**config.mk**
```make
export PLATFORM = sky130hd
export DESIGN_NAME = audio_gain_ramp
export DESIGN_NICKNAME = d
export VERILOG_FILES = /design/src/rtl/audio_gain_ramp.sv
export SDC_FILE = /design/constraint.sdc
export NUM_CORES = 1
export LEC_CHECK = 0
export ABC_AREA = 1
export CELL_PAD_IN_SITES_DETAIL_PLACEMENT = 1
export CELL_PAD_IN_SITES_GLOBAL_PLACEMENT = 1
export CORE_MARGIN = 4
export CORE_UTILIZATION = 44
export CTS_CLUSTER_SIZE = 28
export DETAILED_ROUTE_END_ITERATION = 10
export PLACE_DENSITY_LB_ADDON = 0.1
export SLEW_MARGIN = 10
export SYNTH_ARGS = -nofsm -noshare
export SYNTH_HDL_FRONTEND = slang
export SYNTH_SLANG_ARGS = --single-unit
```
**constraint.sdc**
```tcl
create_clock -name clk -period 6.2 [get_ports clk]
set_input_delay 1.24 -clock clk [delete_from_list [all_inputs] [get_ports clk]]
set_output_delay 1.24 -clock clk [all_outputs]
set_load 0.01 [all_outputs]
```
**src/rtl/audio_gain_ramp.sv**
```systemverilog
// Multi-channel audio gain stage with per-frame gain ramping and saturation.
// One shared multiplier processes one channel per clock between valid/ready handshakes.
module audio_gain_ramp #(
    parameter int WIDTH     = 16,
    parameter int CHANNELS  = 2,
    parameter int GAIN_W    = 8,
    parameter int FRAC      = 4,
    parameter int RAMP_STEP = 1
) (
    input  logic                      clk,
    input  logic                      reset_n,
    input  logic                      in_valid,
    output logic                      in_ready,
    input  logic [CHANNELS*WIDTH-1:0] in_data,
    input  logic [GAIN_W-1:0]         gain_target,
    input  logic                      mute,
    output logic                      out_valid,
    input  logic                      out_ready,
    output logic [CHANNELS*WIDTH-1:0] out_data,
    output logic [CHANNELS-1:0]       clip_flags,
    input  logic                      clip_clear,
    output logic [GAIN_W-1:0]         cur_gain
);

    localparam int PW   = WIDTH + GAIN_W + 1;
    localparam int CH_W = (CHANNELS > 1) ? $clog2(CHANNELS) : 1;
    localparam logic [CH_W-1:0] LAST_CH = CH_W'(CHANNELS - 1);

    typedef enum logic [1:0] {IDLE, CALC, OUT} state_t;

    state_t                    state_q;
    logic                      in_ready_q;
    logic                      out_valid_q;
    logic [CHANNELS*WIDTH-1:0] frame_q;
    logic [CHANNELS*WIDTH-1:0] out_data_q;
    logic [GAIN_W-1:0]         frame_gain_q;
    logic [GAIN_W-1:0]         cur_gain_q;
    logic [CH_W-1:0]           ch_q;
    logic [CHANNELS-1:0]       clip_q;
    logic [CHANNELS-1:0]       clip_d;
    logic [WIDTH-1:0]          sample;
    logic [WIDTH:0]            res;

    // Move cur toward tgt by at most RAMP_STEP, landing exactly on tgt.
    function automatic logic [GAIN_W-1:0] ramp_gain(input logic [GAIN_W-1:0] cur,
                                                    input logic [GAIN_W-1:0] tgt);
        logic [GAIN_W-1:0] step;
        step = GAIN_W'(RAMP_STEP);
        if (tgt >= cur) begin
            if ((tgt - cur) <= step) return tgt;
            return cur + step;
        end
        if ((cur - tgt) <= step) return tgt;
        return cur - step;
    endfunction

    // Returns {clipped, value}; the shift floors because it is arithmetic.
    function automatic logic [WIDTH:0] scale_sat(input logic signed [WIDTH-1:0] s,
                                                 input logic [GAIN_W-1:0]       g);
        logic signed [PW-1:0] sx;
        logic signed [PW-1:0] gx;
        logic signed [PW-1:0] p;
        logic signed [PW-1:0] r;
        sx = {{(PW-WIDTH){s[WIDTH-1]}}, s};
        gx = {{(PW-GAIN_W){1'b0}}, g};
        p  = sx * gx;
        r  = p >>> FRAC;
        if (!r[PW-1] && (|r[PW-2:WIDTH-1]))
            return {1'b1, 1'b0, {(WIDTH-1){1'b1}}};
        if (r[PW-1] && !(&r[PW-2:WIDTH-1]))
            return {1'b1, 1'b1, {(WIDTH-1){1'b0}}};
        return {1'b0, r[WIDTH-1:0]};
    endfunction

    assign sample = frame_q[ch_q*WIDTH +: WIDTH];
    assign res    = scale_sat(sample, frame_gain_q);

    always_comb begin
        clip_d = clip_q;
        if (clip_clear) clip_d = '0;
        if (state_q == CALC && res[WIDTH]) clip_d[ch_q] = 1'b1;
    end

    always_ff @(posedge clk or negedge reset_n) begin
        if (!reset_n) begin
            state_q      <= IDLE;
            in_ready_q   <= 1'b1;
            out_valid_q  <= 1'b0;
            frame_q      <= '0;
            out_data_q   <= '0;
            frame_gain_q <= '0;
            cur_gain_q   <= '0;
            ch_q         <= '0;
            clip_q       <= '0;
        end else begin
            clip_q <= clip_d;
            case (state_q)
                IDLE: begin
                    if (in_valid) begin
                        frame_q      <= in_data;
                        frame_gain_q <= cur_gain_q;
                        cur_gain_q   <= ramp_gain(cur_gain_q, mute ? '0 : gain_target);
                        ch_q         <= '0;
                        in_ready_q   <= 1'b0;
                        state_q      <= CALC;
                    end
                end
                CALC: begin
                    out_data_q[ch_q*WIDTH +: WIDTH] <= res[WIDTH-1:0];
                    if (ch_q == LAST_CH) begin
                        out_valid_q <= 1'b1;
                        state_q     <= OUT;
                    end else begin
                        ch_q <= ch_q + 1'b1;
                    end
                end
                OUT: begin
                    if (out_ready) begin
                        out_valid_q <= 1'b0;
                        in_ready_q  <= 1'b1;
                        state_q     <= IDLE;
                    end
                end
                default: begin
                    in_ready_q  <= 1'b1;
                    out_valid_q <= 1'b0;
                    state_q     <= IDLE;
                end
            endcase
        end
    end

    assign in_ready   = in_ready_q;
    assign out_valid  = out_valid_q;
    assign out_data   = out_data_q;
    assign clip_flags = clip_q;
    assign cur_gain   = cur_gain_q;

endmodule
```
==> Yosys cells after proc, flatten, opt, wreduce, memory -nomap -nowiden <==
Index checks and enable logic that the tools add are counted.
{ "totals": {"reg_bits": 87, "in_bits": 46, "output_inout_bits": 44, "word_cells": 89} }
{ "classes": {"addsub": 6, "mul": 1, "magnitude_cmp": 5, "n_eq_ne": 5, "n_shift": 3, "muxes": 42, "n_bitwise": 3, "n_reduce_logical": 15} }
{ "op_table": {"columns": ["operator", "count"], "rows": [
  ["$mux W17", 4],
  ["$mux W8", 7],
  ["$neg A5 Y34", 1],
  ["$shift A16 B34 Y32 const A", 1],
  ["$shiftx A16 B34 Y32", 1],
  ["$bwmux W32", 1],
  ["$shiftx A32 B6 Y16", 1],
  ["$mul A16 B9 Y25", 1],
  ["$mux W1", 20],
  ["$le A8 B1 Y1 const B", 2],
  ["$sub A8 B8 Y8", 2],
  ["$mux W2", 5],
  ["$reduce_and A3 Y1", 3],
  ["$add A8 B1 Y8 const B", 1],
  ["$ge A8 B8 Y1", 1],
  ["$sub A8 B1 Y8 const B", 1],
  ["$ne A2 B2 Y1 const B", 3],
  ["$pmux W1 S3", 2],
  ["$pmux W2 S3", 1],
  ["$reduce_and A6 Y1", 1],
  ["$reduce_or A6 Y1", 1],
  ["$logic_and A1 B1 Y1", 4],
  ["$reduce_and A2 Y1", 2],
  ["$eq A2 B1 Y1 const B", 1],
  ["other kinds (11)", 13]
]} }

==> Logic depth before layout (Yosys ltp) <==
{ "logic_depth": {"word_depth": 12, "mapped_depth": 32, "mapped_depth_nobuf": 30} }

==> Worst setup path after synthesis <==
OpenSTA, ideal clock, no wires.
{ "synth_path": {"kind": "register -> register", "from": "register ch_q", "to": "register out_data_q[10], in the netlist out_data[10]", "setup_time_ns": 0.113, "arrival_time_ns": 5.208, "t_required_ns": 6.087, "setup_slack_ns": 0.879, "stages_incl_launch_ff": 27, "path_buffers": 2, "synth_period_minus_slack_ns": 5.321, "path_cell_list": "dfrtp_1 > clkbuf_1 > mux2i_1 > nor2_1 > fa_1 > inv_1 > fa_1 > inv_1 > fa_1 > inv_1 > fa_1 > inv_1 > ha_1 > nand2_1 > nor2_1 > and2_1 > nand3b_1 > nand3_1 > nand2_1 > nand2_1 > a21oi_1 > nand3_1 > nand2_4 > buf_6 > nand3_1 > nand2_1 > inv_1"} }
{ "synth_between": {"elab_chain_len": 11, "word_cells_on_any_way": 18, "cone_classes": "add/sub: 1; mul: 1; shift: 3; mux: 7; reduce/logical: 6"} }
{ "synth_rtl": {"columns": ["element", "line", "source"], "rows": [
  ["from (decl)", "38", "logic [CH_W-1:0] ch_q;"],
  ["from (signal assigned)", "114", "ch_q <= ch_q + 1'b1;"],
  ["$shiftx A32 B6 Y16", "75", "assign sample = frame_q[ch_q*WIDTH +: WIDTH];"],
  ["$mul A16 B9 Y25", "66", "p = sx * gx;"],
  ["$reduce_and A6 Y1", "70", "if (r[PW-1] && !(&r[PW-2:WIDTH-1]))"],
  ["$logic_not A1 Y1", "70", null],
  ["$logic_and A1 B1 Y1", "70", null],
  ["$mux W1 (2 in series)", "70", null],
  ["$mux W17", "72", "return {1'b0, r[WIDTH-1:0]};"],
  ["$mux W17", "70", null],
  ["$shiftx A16 B34 Y32", "109", "out_data_q[ch_q*WIDTH +: WIDTH] <= res[WIDTH-1:0];"],
  ["$bwmux W32 (*)", "109", null],
  ["to (signal, indexed assignment)", "109", null],
  ["to (decl)", "35", "logic [CHANNELS*WIDTH-1:0] out_data_q;"]
]} }
Mark *: on every way between the ends. The rest lies on a longest branch, timed or not. The select of a mux whose other input is x is not followed.
A chain may end at the register's enable or synchronous reset.

==> Worst setup path after layout <==
{ "layout_path": {"from": "register ch_q", "to": "register clip_q[0], in the netlist clip_flags[0]"} }
{ "layout_between": {"elab_chain_len": 11, "word_cells_on_any_way": 22, "cone_classes": "mul: 1; order compare: 2; shift: 1; mux: 9; bitwise: 1; reduce/logical: 8"} }
{ "layout_rtl": {"columns": ["element", "line", "source"], "rows": [
  ["$shiftx A32 B6 Y16", "75", null],
  ["$mul A16 B9 Y25", "66", null],
  ["$reduce_and A6 Y1", "70", null],
  ["$logic_not A1 Y1", "70", null],
  ["$logic_and A1 B1 Y1", "70", null],
  ["$mux W1 (2 in series)", "70", null],
  ["$mux W17", "72", null],
  ["$mux W17", "70", null],
  ["$logic_and A1 B1 Y1", "81", "if (state_q == CALC && res[WIDTH]) clip_d[ch_q] = 1'b1;"],
  ["$mux W2 (*)", "81", null],
  ["net clip_d[0]", "40", "logic [CHANNELS-1:0] clip_d;"],
  ["to (signal assigned)", "96", "clip_q <= clip_d;"],
  ["to (decl)", "39", "logic [CHANNELS-1:0] clip_q;"]
]} }
The timed path passes the listed nets; every way through them passes the cells marked *. The select of a mux whose other input is x is not followed.

==> summary.md <==
| Metric | Value |
|---|---|
| Status | complete, no violations |
| Critical path's top delay family | adder cells |
| Synthesized Nets | 1528 |
| Worst Path Max Fanout | 16 |
| CTS tree | yes |
| # diodes | 0 |
| Max incr delay on CP | 540 ps |
| Crit Path Category | flip-flop to flip-flop |
| Iter 0 DRT Violations | 265 |
| Post-Syn Area per Cell | 7.51 µm² |
| Most common cell after layout, fill and taps aside | nand2_1 |
| CTS Buf Count | 9 |
| Tmin final | 5820 ps |
| Mapped Area | 9870 µm² |
| Reg2reg path depth | 26 |
| Critical path depth | 26 |
| Post-DR wirelength/cell | 15.5 µm |
| Root buf cell | clkbuf_16 |
| Antenna Violating Nets Remaining | 0 |
| Distinct cells, synth | 45 |
| Max cap viols | 0 |
| Number of synthesized flops with an enable pin | 0 |
| Core ar. | 22000 µm² |
| Rows | 54 |
| Wire length of the first global-routing pass | 44500 µm |
| CP required | 6440 ps |
| Via count | 8333 |
| Syn Inst Count | 1314 |
| Initial Util | 0.449 |
| Largest net degree at the start of global routing | 57 |
| R2R Path End | clip_flags[0] |
| Clk_skew | 14.5 ps |
| Placer congestion estimate | 0.840 |
| Final setup violation count | 0 |
| Synth-to-layout area growth | 16.3% |
| Hold Buf Count CTS | 0 |
| Die area | 24900 µm² |
| Worst setup EP type | flip-flop |
| Synthesized flop and latch total | 87 |
| Worst R2R Setup Slack | 380 ps |
| Sum Neg Setup Slack | 0 ps |
| CP arrival | 6060 ps |
| Sequential fraction of the synthesis area | 0.221 |
| DRC viols | 0 |
| Hold EP | frame_q[25] |
| Proportion of synthesized flip-flops having asynchronous set or reset | 1.00 |
| Worst-Margin Slew | 1180 ps |
| Max Slew Vio Count | 0 |
| Overall Global Routing Usage | 0.221 |
| CP Buf/Inv Count | 6 |
| Worst skew pair latency | 370 ps |
| Ys flop type | dfrtp_1 |
| I/O pin count | 90 |
| Clock tree buffer depth | 2 |
| DR vias/cell | 4.93 |
| Peak Freq | 172 MHz |
| Drt total wl | 26100 µm |
| Port Buffers | 89 |
| Vias in the first global route | 9197 |
| # H-tree levels | 3 |
| Layout cell share with drive strength beyond 1 | 0.104 |
| Clk sink count | 87 |
| Final #Nets | 1618 |
| Reg-to-reg critical path startpoint | ch_q |
| HP Start | frame_q[25] |
| Router iterations before antenna repair | 4 |
| Initial antenna violation count | 0 |
| Die width | 158 µm |
| Final hold viol count | 0 |
| CP max stage cell | fa_1 |
| Grt total ovfl | 0 |
| Period Utilization, post-route | 0.939 |
| Hold crit path type | flip-flop to flip-flop |
| Slew HR | 0.212 |
| Most frequent cells in the layout | 344 x nand2_1, 271 x inv_1, 104 x fa_1 |
| Most used cell along the critical path | nand2_1 |
| Crit start category | flip-flop |
| Post-DP HPWL | 21400 µm |
| Min-Delay Path Depth | 2 |
| Die height | 158 µm |
| Clock slew at reported path FFs | 70 ps |
| Warning count from the yosys run | 0 |
-- layout make-up --
class / count / area [µm²]
inverters: 281 / 1060
clock buffers: 9 / 225
fillers: 2779 / 10500
repair buffers: 114 / 1080
clock inverters: 7 / 75.1
flip-flops and latches: 87 / 2180
well taps: 280 / 350
multi-input cells: 911 / 6510
-- flip-flops by register name, indices dropped and copies added (netlist names) --
signal,flops
out_valid,1
state_q,2
clip_flags,2
cur_gain,8
out_data,32
ch_q,1
in_ready,1
frame_gain_q,8
frame_q,32
-- worst register-to-register path, delay by kind of cell (launching register included) --
family / cells / cell delay, ps
buf+inv: 6 / 670
compound gates: 3 / 430
flops: 1 / 460
simple gates: 12 / 1780
fa+ha+maj: 5 / 2370
-- Yosys cell counts (2+ instances only) --
master    instances  area [µm²]
nand2_1         344        1290
inv_1           273        1020
fa_1            104        2080
nor2_1          101         379
dfrtp_1          86        2150
ha_1             64         801
nand3_1          57         285
or2_2            49         307
o21ai_0          35         175
a21oi_1          32         160
clkbuf_1         28         105
xor2_1           25         219
nand2_2          15        93.8
xnor2_1          13         114
nand4_1          11        68.8
a21oi_2           6        52.6
nor2_2            6        37.5
nor3_1            6        30.0
clkinv_1          5        18.8
o21ai_1           5        25.0
o21bai_1          5        37.5
and2_1            4        25.0
buf_6             4        45.0
nand3b_1          4        30.0
o211ai_1          4        30.0
inv_2             3        11.3
mux2i_1           3        30.0
buf_2             2        10.0
buf_4             2        15.0
nand2_4           2        22.5
nor4_1            2        12.5
-- worst max path at each step --
| stage | from | endpoint | slack (ps) |
|---|---|---|---|
| final | ch_q | clip_flags[0] | 380 |
| after global routing | ch_q | out_data[8] | -20 |
| after CTS | ch_q | clip_flags[0] | 140 |
| after detailed placement | ch_q | clip_flags[0] | 170 |
| after global placement | ch_q | clip_flags[1] | 280 |
| after floorplan | ch_q | out_data[10] | 880 |
-- metrics by stage --
| step | hold WS [ps] | instances | util | instance area (µm²) | setup slack, ps |
|---|---|---|---|---|---|
| floorplan | 441 | 1314 | - | 9870 | 879 |
| global placement | 458 | 1667 | 0.504 | 11100 | 277 |
| detailed placement | 464 | 1667 | 0.504 | 11100 | 174 |
| CTS | 483 | 1683 | 0.518 | 11400 | 142 |
| global route | 508 | 1689 | 0.523 | 11500 | -23.4 |
| finish | 481 | 1689 | 0.523 | 11500 | 379 |
-- metal layers --
layer / global-route usage / wire, µm / vias to the layer above
li1: - / - / 4085
met2: 0.393 / 13200 / 139
met5: 0 / 0 / -
met3: 0.0235 / 723 / 29
met1: 0.287 / 11800 / 4080
met4: 0.0590 / 439 / 0
-- cell families (layout without fill, tap and decap cells) --
group | count (synthesis) | in the layout | synth area share
flops | 87 | 87 | 0.221
buf+inv | 318 | 411 | 0.126
mux | 3 | 3 | 0.00304
simple gates | 607 | 609 | 0.269
fa+ha+maj | 168 | 168 | 0.292
compound gates | 91 | 91 | 0.0516
xor+xnor | 40 | 40 | 0.0370
-- what timing repair did --
item	CTS	global route
setup endpoints to repair	0	32
resized for setup	0	15
buffers inserted	0	4
Power of run 1 is left out: the tool's default activity adds up to more than one toggle a clock period on the data nets, which glitch-free logic cannot reach.
